[src/rtl/vga_pixel_sink.sv]
`default_nettype none
// ============================================================================
// Module   : vga_pixel_sink
// Purpose  : Buffers VGA write strobes, range-checks them, linearises the
//            coordinates and drains them into a shared framebuffer write port.
//            Optional macro VGA_PIXEL_SINK_CLEAR_ON_RESET_EN adds a post-reset
//            clear sweep.
// Revision : 1.0 - initial release
// ============================================================================
module vga_pixel_sink #(
  parameter int unsigned DEPTH        = 16,
  parameter int unsigned H_RES        = 160,
  parameter int unsigned V_RES        = 120,
  parameter logic [8:0]  CLEAR_COLOUR = 9'h000
) (
  input  logic                     clk,
  input  logic                     reset,
  input  logic [8:0]               colour,
  input  logic [14:0]              coordinates,
  input  logic                     VGA_write_enable,
  input  logic                     fb_grant,
  output logic [14:0]              fb_address,
  output logic [8:0]               fb_data,
  output logic                     fb_wren,
  output logic [$clog2(DEPTH):0]   fifo_count,
  output logic [7:0]               overflow_count,
  output logic [7:0]               range_drop_count,
  output logic                     busy
);

  localparam int c_AW = $clog2(DEPTH);
  localparam int c_CW = c_AW + 1;
  localparam logic [c_CW-1:0] c_FULL = c_CW'(DEPTH);
`ifdef VGA_PIXEL_SINK_CLEAR_ON_RESET_EN
  localparam logic [14:0] c_CLR_LAST = 15'(H_RES * V_RES - 1);
`endif

  typedef enum logic [1:0] {
    ST_IDLE  = 2'd0,
    ST_WRITE = 2'd1,
    ST_CLEAR = 2'd2
  } state_t;

  state_t            r_state;
  state_t            w_state_nxt;

  logic [23:0]       r_mem [DEPTH];
  logic [c_AW-1:0]   r_wr_ptr;
  logic [c_AW-1:0]   r_rd_ptr;
  logic [c_CW-1:0]   r_count;
  logic [14:0]       r_fb_addr;
  logic [8:0]        r_fb_data;
  logic [7:0]        r_ovf_cnt;
  logic [7:0]        r_rng_cnt;

  logic [7:0]        w_x;
  logic [6:0]        w_y;
  logic [14:0]       w_addr;
  logic              w_in_range;
  logic              w_full;
  logic              w_empty;
  logic              w_push;
  logic              w_ovf;
  logic              w_rng;
  logic              w_pop;
  logic              w_wr_slot;

  assign w_x        = coordinates[14:7];
  assign w_y        = coordinates[6:0];
  assign w_in_range = (32'(w_x) < H_RES) && (32'(w_y) < V_RES);
  assign w_full     = (r_count == c_FULL);
  assign w_empty    = (r_count == '0);

  // Fullness is judged on the pre-edge count, so a same-cycle pop never frees a slot.
  assign w_push = VGA_write_enable && w_in_range && !w_full;
  assign w_ovf  = VGA_write_enable && w_in_range &&  w_full;
  assign w_rng  = VGA_write_enable && !w_in_range;

  generate
    if (H_RES == 160) begin : g_addr_shift
      assign w_addr = ({8'd0, w_y} << 7) + ({8'd0, w_y} << 5) + {7'd0, w_x};
    end else begin : g_addr_mul
      assign w_addr = 15'(32'(w_y) * H_RES + 32'(w_x));
    end
  endgenerate

  always_ff @(posedge clk) begin
    if (w_push) begin
      r_mem[r_wr_ptr] <= {w_addr, colour};
    end
  end

  always_ff @(posedge clk) begin
    if (reset) begin
`ifdef VGA_PIXEL_SINK_CLEAR_ON_RESET_EN
      r_state <= ST_CLEAR;
`else
      r_state <= ST_IDLE;
`endif
    end else begin
      r_state <= w_state_nxt;
    end
  end

  always_comb begin
    w_state_nxt = r_state;
    w_pop       = 1'b0;
    w_wr_slot   = 1'b0;
    case (r_state)
      ST_IDLE: begin
        if (!w_empty) begin
          w_pop       = 1'b1;
          w_state_nxt = ST_WRITE;
        end
      end
      ST_WRITE: begin
        w_wr_slot = 1'b1;
        if (fb_grant) begin
          if (!w_empty) begin
            w_pop = 1'b1;
          end else begin
            w_state_nxt = ST_IDLE;
          end
        end
      end
`ifdef VGA_PIXEL_SINK_CLEAR_ON_RESET_EN
      ST_CLEAR: begin
        w_wr_slot = 1'b1;
        if (fb_grant && (r_fb_addr == c_CLR_LAST)) begin
          w_state_nxt = ST_IDLE;
        end
      end
`endif
      default: w_state_nxt = ST_IDLE;
    endcase
  end

  always_ff @(posedge clk) begin
    if (reset) begin
      r_wr_ptr  <= '0;
      r_rd_ptr  <= '0;
      r_count   <= '0;
      r_fb_addr <= '0;
      r_fb_data <= '0;
      r_ovf_cnt <= '0;
      r_rng_cnt <= '0;
    end else begin
      if (w_push) begin
        r_wr_ptr <= r_wr_ptr + 1'b1;
      end
      if (w_pop) begin
        {r_fb_addr, r_fb_data} <= r_mem[r_rd_ptr];
        r_rd_ptr               <= r_rd_ptr + 1'b1;
      end
`ifdef VGA_PIXEL_SINK_CLEAR_ON_RESET_EN
      // The clear sweep reuses the address register as its cursor.
      if ((r_state == ST_CLEAR) && fb_grant && (r_fb_addr != c_CLR_LAST)) begin
        r_fb_addr <= r_fb_addr + 1'b1;
      end
`endif
      case ({w_push, w_pop})
        2'b10:   r_count <= r_count + 1'b1;
        2'b01:   r_count <= r_count - 1'b1;
        default: r_count <= r_count;
      endcase
      if (w_ovf && (r_ovf_cnt != 8'hFF)) begin
        r_ovf_cnt <= r_ovf_cnt + 1'b1;
      end
      if (w_rng && (r_rng_cnt != 8'hFF)) begin
        r_rng_cnt <= r_rng_cnt + 1'b1;
      end
    end
  end

  assign fb_wren    = w_wr_slot && fb_grant && !reset;
  assign fb_address = r_fb_addr;
`ifdef VGA_PIXEL_SINK_CLEAR_ON_RESET_EN
  assign fb_data    = (r_state == ST_CLEAR) ? CLEAR_COLOUR : r_fb_data;
`else
  assign fb_data    = r_fb_data;
`endif
  assign fifo_count       = r_count;
  assign overflow_count   = r_ovf_cnt;
  assign range_drop_count = r_rng_cnt;
  assign busy             = (r_state != ST_IDLE) || !w_empty;

endmodule
`default_nettype wire

[config.mk]
export PLATFORM = sky130hd
export DESIGN_NAME = vga_pixel_sink
export DESIGN_NICKNAME = d
export VERILOG_FILES = /design/src/rtl/vga_pixel_sink.sv
export SDC_FILE = /design/constraint.sdc
export NUM_CORES = 1
export LEC_CHECK = 0
export CAP_MARGIN = 20
export CORE_MARGIN = 1
export CORE_UTILIZATION = 35
export CTS_CLUSTER_DIAMETER = 150
export DETAILED_ROUTE_END_ITERATION = 16
export GPL_TIMING_DRIVEN = 0
export PLACE_DENSITY_LB_ADDON = 0.05
export SKIP_CTS_REPAIR_TIMING = 1
export SLEW_MARGIN = 20
export SYNTH_ARGS = -nofsm -noshare
export SYNTH_HDL_FRONTEND = slang
export SYNTH_SLANG_ARGS = --single-unit
[constraint.sdc]
create_clock -name clk -period 3.6 [get_ports clk]
set_input_delay 0.72 -clock clk [delete_from_list [all_inputs] [get_ports clk]]
set_output_delay 0.72 -clock clk [all_outputs]
set_load 0.01 [all_outputs]
==> results of run 1 <==
-- registers in the layout, summed over array words and instances, names as in the netlist --
name / count
overflow_count: 8
fifo_count: 5
r_rd_ptr: 4
fb_data: 9
fb_address: 15
range_drop_count: 8
r_state: 1
r_mem: 384
r_wr_ptr: 4
-- stage by stage --
stage                     hold WS (ps)  total power, uW
after floorplan                    478             7920
after global placement             487             8950
after detailed placement           489             8980
final                              495            13500
after global routing               522            14200
after CTS                          500            13800
-- cell type report --
| type | count | area (sq um) | share of cell area, % |
|---|---|---|---|
| flip-flops and latches | 438 | 12600 | 60.3 |
| well taps | 656 | 821 | 3.93 |
| diodes | 1 | 2.50 | 0.0120 |
| multi-input cells | 401 | 4550 | 21.8 |
| inverters | 14 | 52.6 | 0.251 |
| clock inverters | 22 | 186 | 0.892 |
| repair buffers | 101 | 1150 | 5.52 |
| plain buffers | 44 | 198 | 0.946 |
| clock buffers | 65 | 1330 | 6.35 |
-- power by group through the flow --
stage,clock network [uW],registers [uW],logic (uW)
5_1_grt,5060,5930,3160
2_1_floorplan,0,6030,1890
3_3_place_gp,0,6030,2920
4_1_cts,4880,5920,2960
3_5_place_dp,0,6020,2960
6_report,4750,5910,2880
-- worst paths after layout --
path	endpoint	slack (ps)	startpoint
setup / recovery	fifo_count[4]	220	fifo_count[1]
hold / removal	fb_data[7]	490	fb_data[7]
setup reg to reg	fifo_count[4]	220	fifo_count[1]
hold reg to reg	fb_data[7]	490	fb_data[7]
-- routing by layer --
layer	vias to the layer above	GRT usage (%)	routed length, microns
li1	3930	-	-
met1	4525	23.7	19200
met2	150	27.7	19700
met3	57	2.36	1460
met4	0	5.30	902
met5	-	0	0
-- cell families (layout without fill, tap and decap cells) --
| group | count (synthesis) | after routing | synth area share [%] |
|---|---|---|---|
| DFF | 438 | 438 | 73.1 |
| muxes | 148 | 148 | 15.7 |
| and+or+nand+nor | 116 | 116 | 3.28 |
| AOI/OAI and AO/OA | 85 | 85 | 3.11 |
| buffers and inverters | 58 | 246 | 1.44 |
| adders and majority gates | 27 | 27 | 2.05 |
| xor gates and xnor gates | 25 | 25 | 1.27 |
| other | 0 | 1 | 0 |
-- critical path: cells and delay by family, from the launching register on --
kind / cells / cell delay (ps)
buf+inv: 3 / 470
simple gates: 3 / 690
compound gates: 3 / 800
xor+xnor: 1 / 170
mux: 1 / 360
flops: 1 / 320
fa+ha+maj: 2 / 450
-- layout by cell type, fill, tap and decap left out, drive strengths merged, types with 14 or more instances in the layout --
master / instances
a22oi: 25
buf: 44
clkbuf: 92
clkdlybuf4s50: 74
clkinv: 16
dfxtp: 54
edfxtp: 384
ha: 25
inv: 14
mux2: 25
mux2i: 27
mux4: 96
nand2: 20
nor2: 43
o21ai: 33
xor2: 16
==> metrics.md, run 1 <==
| Metric | Value |
|---|---|
| Max-slew headroom | 30.7% |
| First-pass GRT wire length | 61500 microns |
| Top cells by count, synth | edfxtp_1, mux4_2, dfxtp_1 |
| GPL Wtd Cong | about 0.72 |
| CTS tree | built |
| Clock skew | approximately 13 ps |
| Critical path startpoint category | flip-flop |
| Cells after DPL | between 1500 and 2000 |
| Worst slack, placed | -841 ps |
| Core area | between 40000 and 50000 sq um |
| Root buffer cell | clkbuf_16 |
| Min-delay worst type | reg -> reg |
| Post-route ant nets | 0 |
| WS Path Type | reg -> reg |
| Outcome | finished, final reports clean |
| Clock sinks | 438 |
| Post-Route WL | around 41000 microns |
| Cell Count, Final, Fillers Out | around 1700 |
| Final #Nets | roughly 1100 |
| Least-Margin Pin Slew | a little over 1000 ps |
| Total grt overflow | 0 |
| Worst Reg-to-Reg Cells | 13 |
| IO Port Bufs | 74 |
| Final core utilization | between 40% and 50% |
| 1st-pass router iterations | 4 |
| Synth Cell Area | 17200 sq um |
| Net Sw Frac | a little over a quarter |
| Vias in the first global route | between 9000 and 10000 |
| Initial antenna violation count | 0 |
| 1st-iter DRT viols | 628 |
| Worst vdd ir | approximately 300 uV |
| H-tree lvl count | 2 |
| Sequential fraction of the synthesis area | between 70% and 80% |
| Async SR Flop Fraction | 0% |
| CTS Buf Count | 48 |
| Number of synthesized flops with an enable pin | between 300 and 400 |
| Syn_nets | approximately 950 |
| Syn_area_per_cell | 19.2 sq um |
| Clock Power Share | 35.1% |
| Placed inst area | just under 20000 sq um |
| Final slew viol count | 0 |
| GRT Overall Usage | approximately 17% |
| Leading area contributor after synthesis | edfxtp_1 |
| Sequential share of power | between 40% and 50% |
| Crit-path max FO | 9 |
| FILL cells | 4275 |
| Final hold vios | 0 |
| Finish-stage setup viols | 0 |
| Initial Util | 35.8% |
| Unique masters post-synth | 48 |
| YS warnings | 0 |
| Post-synth top flop | edfxtp_1 |
| Final period util | a little over nine tenths |
| Logic gate share of total power | 21.3% |
| Peak Freq | about 0.30 GHz |
| Crit path arrival time | between 3000 and 4000 ps |
| Top cells by area, synth | edfxtp_1, mux4_2, dfxtp_1, ha_1, mux2_2 |
| Cell with the most instances after synthesis | edfxtp_1 |
| Layout cell share with drive strength beyond 1 | 24.1% |
| Static leakage | approximately 0.0066 uW |
| Max-cap violations | 0 |
| Setup ws final | approximately 220 ps |
| CP endpoint kind | flip-flop |
| Hold Path Cell Cnt | 2 |
| Maximum root-to-sink buffer count | 3 |
| Fin Setup TNS | 0 ps |
| Post-DR vias/cell | ~5.0 |
| WL per Instance | about 24 microns |
| Largest net degree at the start of global routing | 17 |
| DIE WIDTH | between 200 and 250 microns |
| Post-DP HPWL | between 20000 and 30000 microns |
| NetSw | 3590 uW |
| Cell internal pwr | ~10000 uW |
| Clock period minus worst slack | around 3400 ps |
| Synth top area share | 66.9% |
| Die H | between 200 and 250 microns |
| CP max stage cell | or4_4 |
| Pwr Density | 648 nW/um^2 |
| DRC viols | 0 |
| Final non-filler cell area | 20900 sq um |
| Worst-path cell chain | buf_6 -> or4_4 -> o22ai_2 -> inv_2 -> ha_1 -> clkbuf_2 -> xor2_1 -> ha_1 -> a211o_1 -> nand2_1 -> nand3b_1 -> a31oi_1 -> mux2_2 |
| Clk_lat worst skew | between 500 and 600 ps |
| IO Count | 75 |
| Row cnt | 80 |
| Vias | approximately 8700 |
| Synth Register Bits | around 440 |
| Unrepaired setup endpoints after global routing | false |
| Required @ worst endpoint | roughly 4100 ps |
| Clock transition at path regs | 60 ps |
| Post-Syn Instances | about 900 |
| Max stage delay on crit path | 550 ps |
| CP dominant cell by count | ha_1 |
| Die area | 50200 sq um |
| Area delta synth->final | 21.2% |
Note: power is estimated with default switching activity, not from simulation.
==> run 2, diff against run 1 <==
==> constraint.sdc (replaced) <==
create_clock -name clk -period 2.7 [get_ports clk]
set_input_delay 0.54 -clock clk [delete_from_list [all_inputs] [get_ports clk]]
set_output_delay 0.54 -clock clk [all_outputs]
set_load 0.01 [all_outputs]
==> run 2 against run 1 <==
Effect of this change:
- the flow now finishes with violations (negative setup slack)
- fmax rose by 16%
- routed wire length rose by 0.88%
- sequential cell count did not move
- setup slack got worse by 430 ps
- sequential share of layout area fell by 2.2 points
- critical endpoint unchanged
- largest power group unchanged
==> metrics.md, run 2 (synthesized netlist as in run 1, its figures left out) <==
| Metric | Value |
|---|---|
| Commonest non-fill, non-tap cell in the layout | edfxtp_1 |
| IO Port Bufs | 74 |
| H-tree lvl count | 2 |
| Maximum root-to-sink buffer count | 3 |
| Critical path startpoint category | flip-flop |
| Reg with most FFs | r_mem |
| Core area | a little under 50000 sq um |
| Clock sinks | roughly 440 |
| Met3 wire length | 1700 microns |
| Area delta synth->final | 25.8% |
| Initial Util | about 36% |
| Clk_lat worst skew | slightly below 600 ps |
| Max reg flops | about 380 |
| Top layer in use | met4 |
| Final slew viol count | 0 |
| CTS Buf Count | 49 |
| N_diodes | 0 |
| 1st-pass router iterations | 5 |
| WL per Instance | 23.4 microns |
| First-pass GRT wire length | between 60000 and 70000 microns |
| Cells after DPL | roughly 1700 |
| Layout cell share with drive strength beyond 1 | about 29% |
| Failing checks | negative setup slack |
| Min-delay worst type | reg -> reg |
| WHS | about 500 ps |
| Final non-filler cell area | 21700 sq um |
| Metal2 WL | approximately 20000 microns |
| Worst R2R Setup Slack | -210 ps |
| Max-cap violations | 0 |
| Setup ws final | -207 ps |
| Final core utilization | 45.1% |
| Placed inst area | 19500 sq um |
| Least-Margin Pin Slew | approximately 950 ps |
| Unrepaired setup endpoints after global routing | true |
| Peak Freq | 0.344 GHz |
| Clock period minus worst slack | roughly 2900 ps |
| Finish-stage setup viols | 1 |
| WS Path Type | reg -> reg |
| Initial antenna violation count | 0 |
| Outcome | complete, but fails checks |
| Pwr Density | between 800 and 900 nW/um^2 |
| Post-DP HPWL | around 27000 microns |
| Seq. cell area | ~13000 sq um |
| 1st-iter DRT viols | 572 |
| GPL Wtd Cong | between 0.7 and 0.8 |
| Final #Nets | between 1000 and 1500 |
| CTS tree | built |
| Clock skew | 11.2 ps |
| Max-slew headroom | between 30% and 40% |
| IO Count | between 70 and 80 |
| Crit path arrival time | 3370 ps |
| Post-DR vias/cell | 4.91 |
| Vias | a little under 9000 |
| FILL cells | around 4200 |
| Required @ worst endpoint | approximately 3200 ps |
| CP endpoint kind | flip-flop |
| Final hold vios | 0 |
| Fin Setup TNS | -207 ps |
| Final period util | 108% |
| Crit-path max FO | 5 |
| Row cnt | 80 |
| Post-Route WL | 41600 microns |
| Total grt overflow | 0 |
| Static leakage | 0.00700 uW |
| DRC viols | 0 |
| Multi-input logic area | 4700 sq um |
| Die H | 224 microns |
| DIE WIDTH | about 220 microns |
| Wire length on met1 | between 15000 and 20000 microns |
| Vias in the first global route | about 9100 |
| Cell Count, Final, Fillers Out | 1774 |
| Clock transition at path regs | 60 ps |
| Largest net degree at the start of global routing | 17 |
| GRT Overall Usage | between 15 and 20% |
| Post-route ant nets | 0 |
| Die area | roughly 50000 sq um |
| Worst vdd ir | between 400 and 500 uV |
| Root buffer cell | clkbuf_16 |
| Most frequent cells in the layout | edfxtp_1, mux4_2, clkdlybuf4s50_1, clkbuf_16, dfxtp_1 |
-- run 2: cell count changes in the layout (fill, tap and decap cells not counted), sizes merged --
cell / before / now
buf: 44 / 71
clkbuf: 92 / 102
clkdlybuf4s50: 74 / 70
clkinv: 16 / 13
clkinvlp: 3 / 1
diode: 1 / 0
dlymetal6s2s: 0 / 4
inv: 14 / 15
-- run 2: worst max-delay path, cell delays in order, from the launching register on --
cell and delay [ps]:
dfxtp_4 350, or4_4 580, o2111a_2 340, inv_4 100, ha_4 150, buf_8 110
xor2_2 60, ha_2 180, a211o_1 230, nand2_1 70, nand3b_1 80, a31oi_2 230
mux2_4 320
-- run 2: layout make-up --
class | instances | share of cell area, %
clock inverters | 18 | 0.749
clock buffers | 74 | 6.79
multi-input cells | 401 | 21.6
well taps | 656 | 3.78
inverters | 14 | 0.265
flip-flops and latches | 438 | 58.2
plain buffers | 43 | 1.02
repair buffers | 130 | 7.60
-- run 2: through the flow --
stage / setup slack (ps) / total power [uW]
2_1_floorplan: -107 / 10600
6_report: -207 / 18800
5_1_grt: -311 / 19600
4_1_cts: -474 / 18800
3_5_place_dp: -1040 / 12100
3_3_place_gp: -2380 / 12000
-- run 2: worst paths after layout --
path | start | to | cells after the start
worst max-delay path | fifo_count[1] | fifo_count[4] | 12
worst min-delay path | range_drop_count[1] | range_drop_count[1] | 2
worst max register to register | fifo_count[1] | fifo_count[4] | 12
worst min register to register | range_drop_count[1] | range_drop_count[1] | 2
-- run 2: where the power goes --
part	internal (uW)	total, uW	leakage, uW	switching (uW)
clock network	4040	6710	0.000803	2670
logic	2050	4170	0.00229	2120
registers	7740	7890	0.00391	148
total	13800	18800	0.00700	4940
-- run 2: per-layer routing --
metal | GRT usage [%] | vias up
met5 | 0 | -
met3 | 2.81 | 48
met1 | 23.1 | 4519
met2 | 27.9 | 167
li1 | - | 3981
met4 | 5.17 | 0
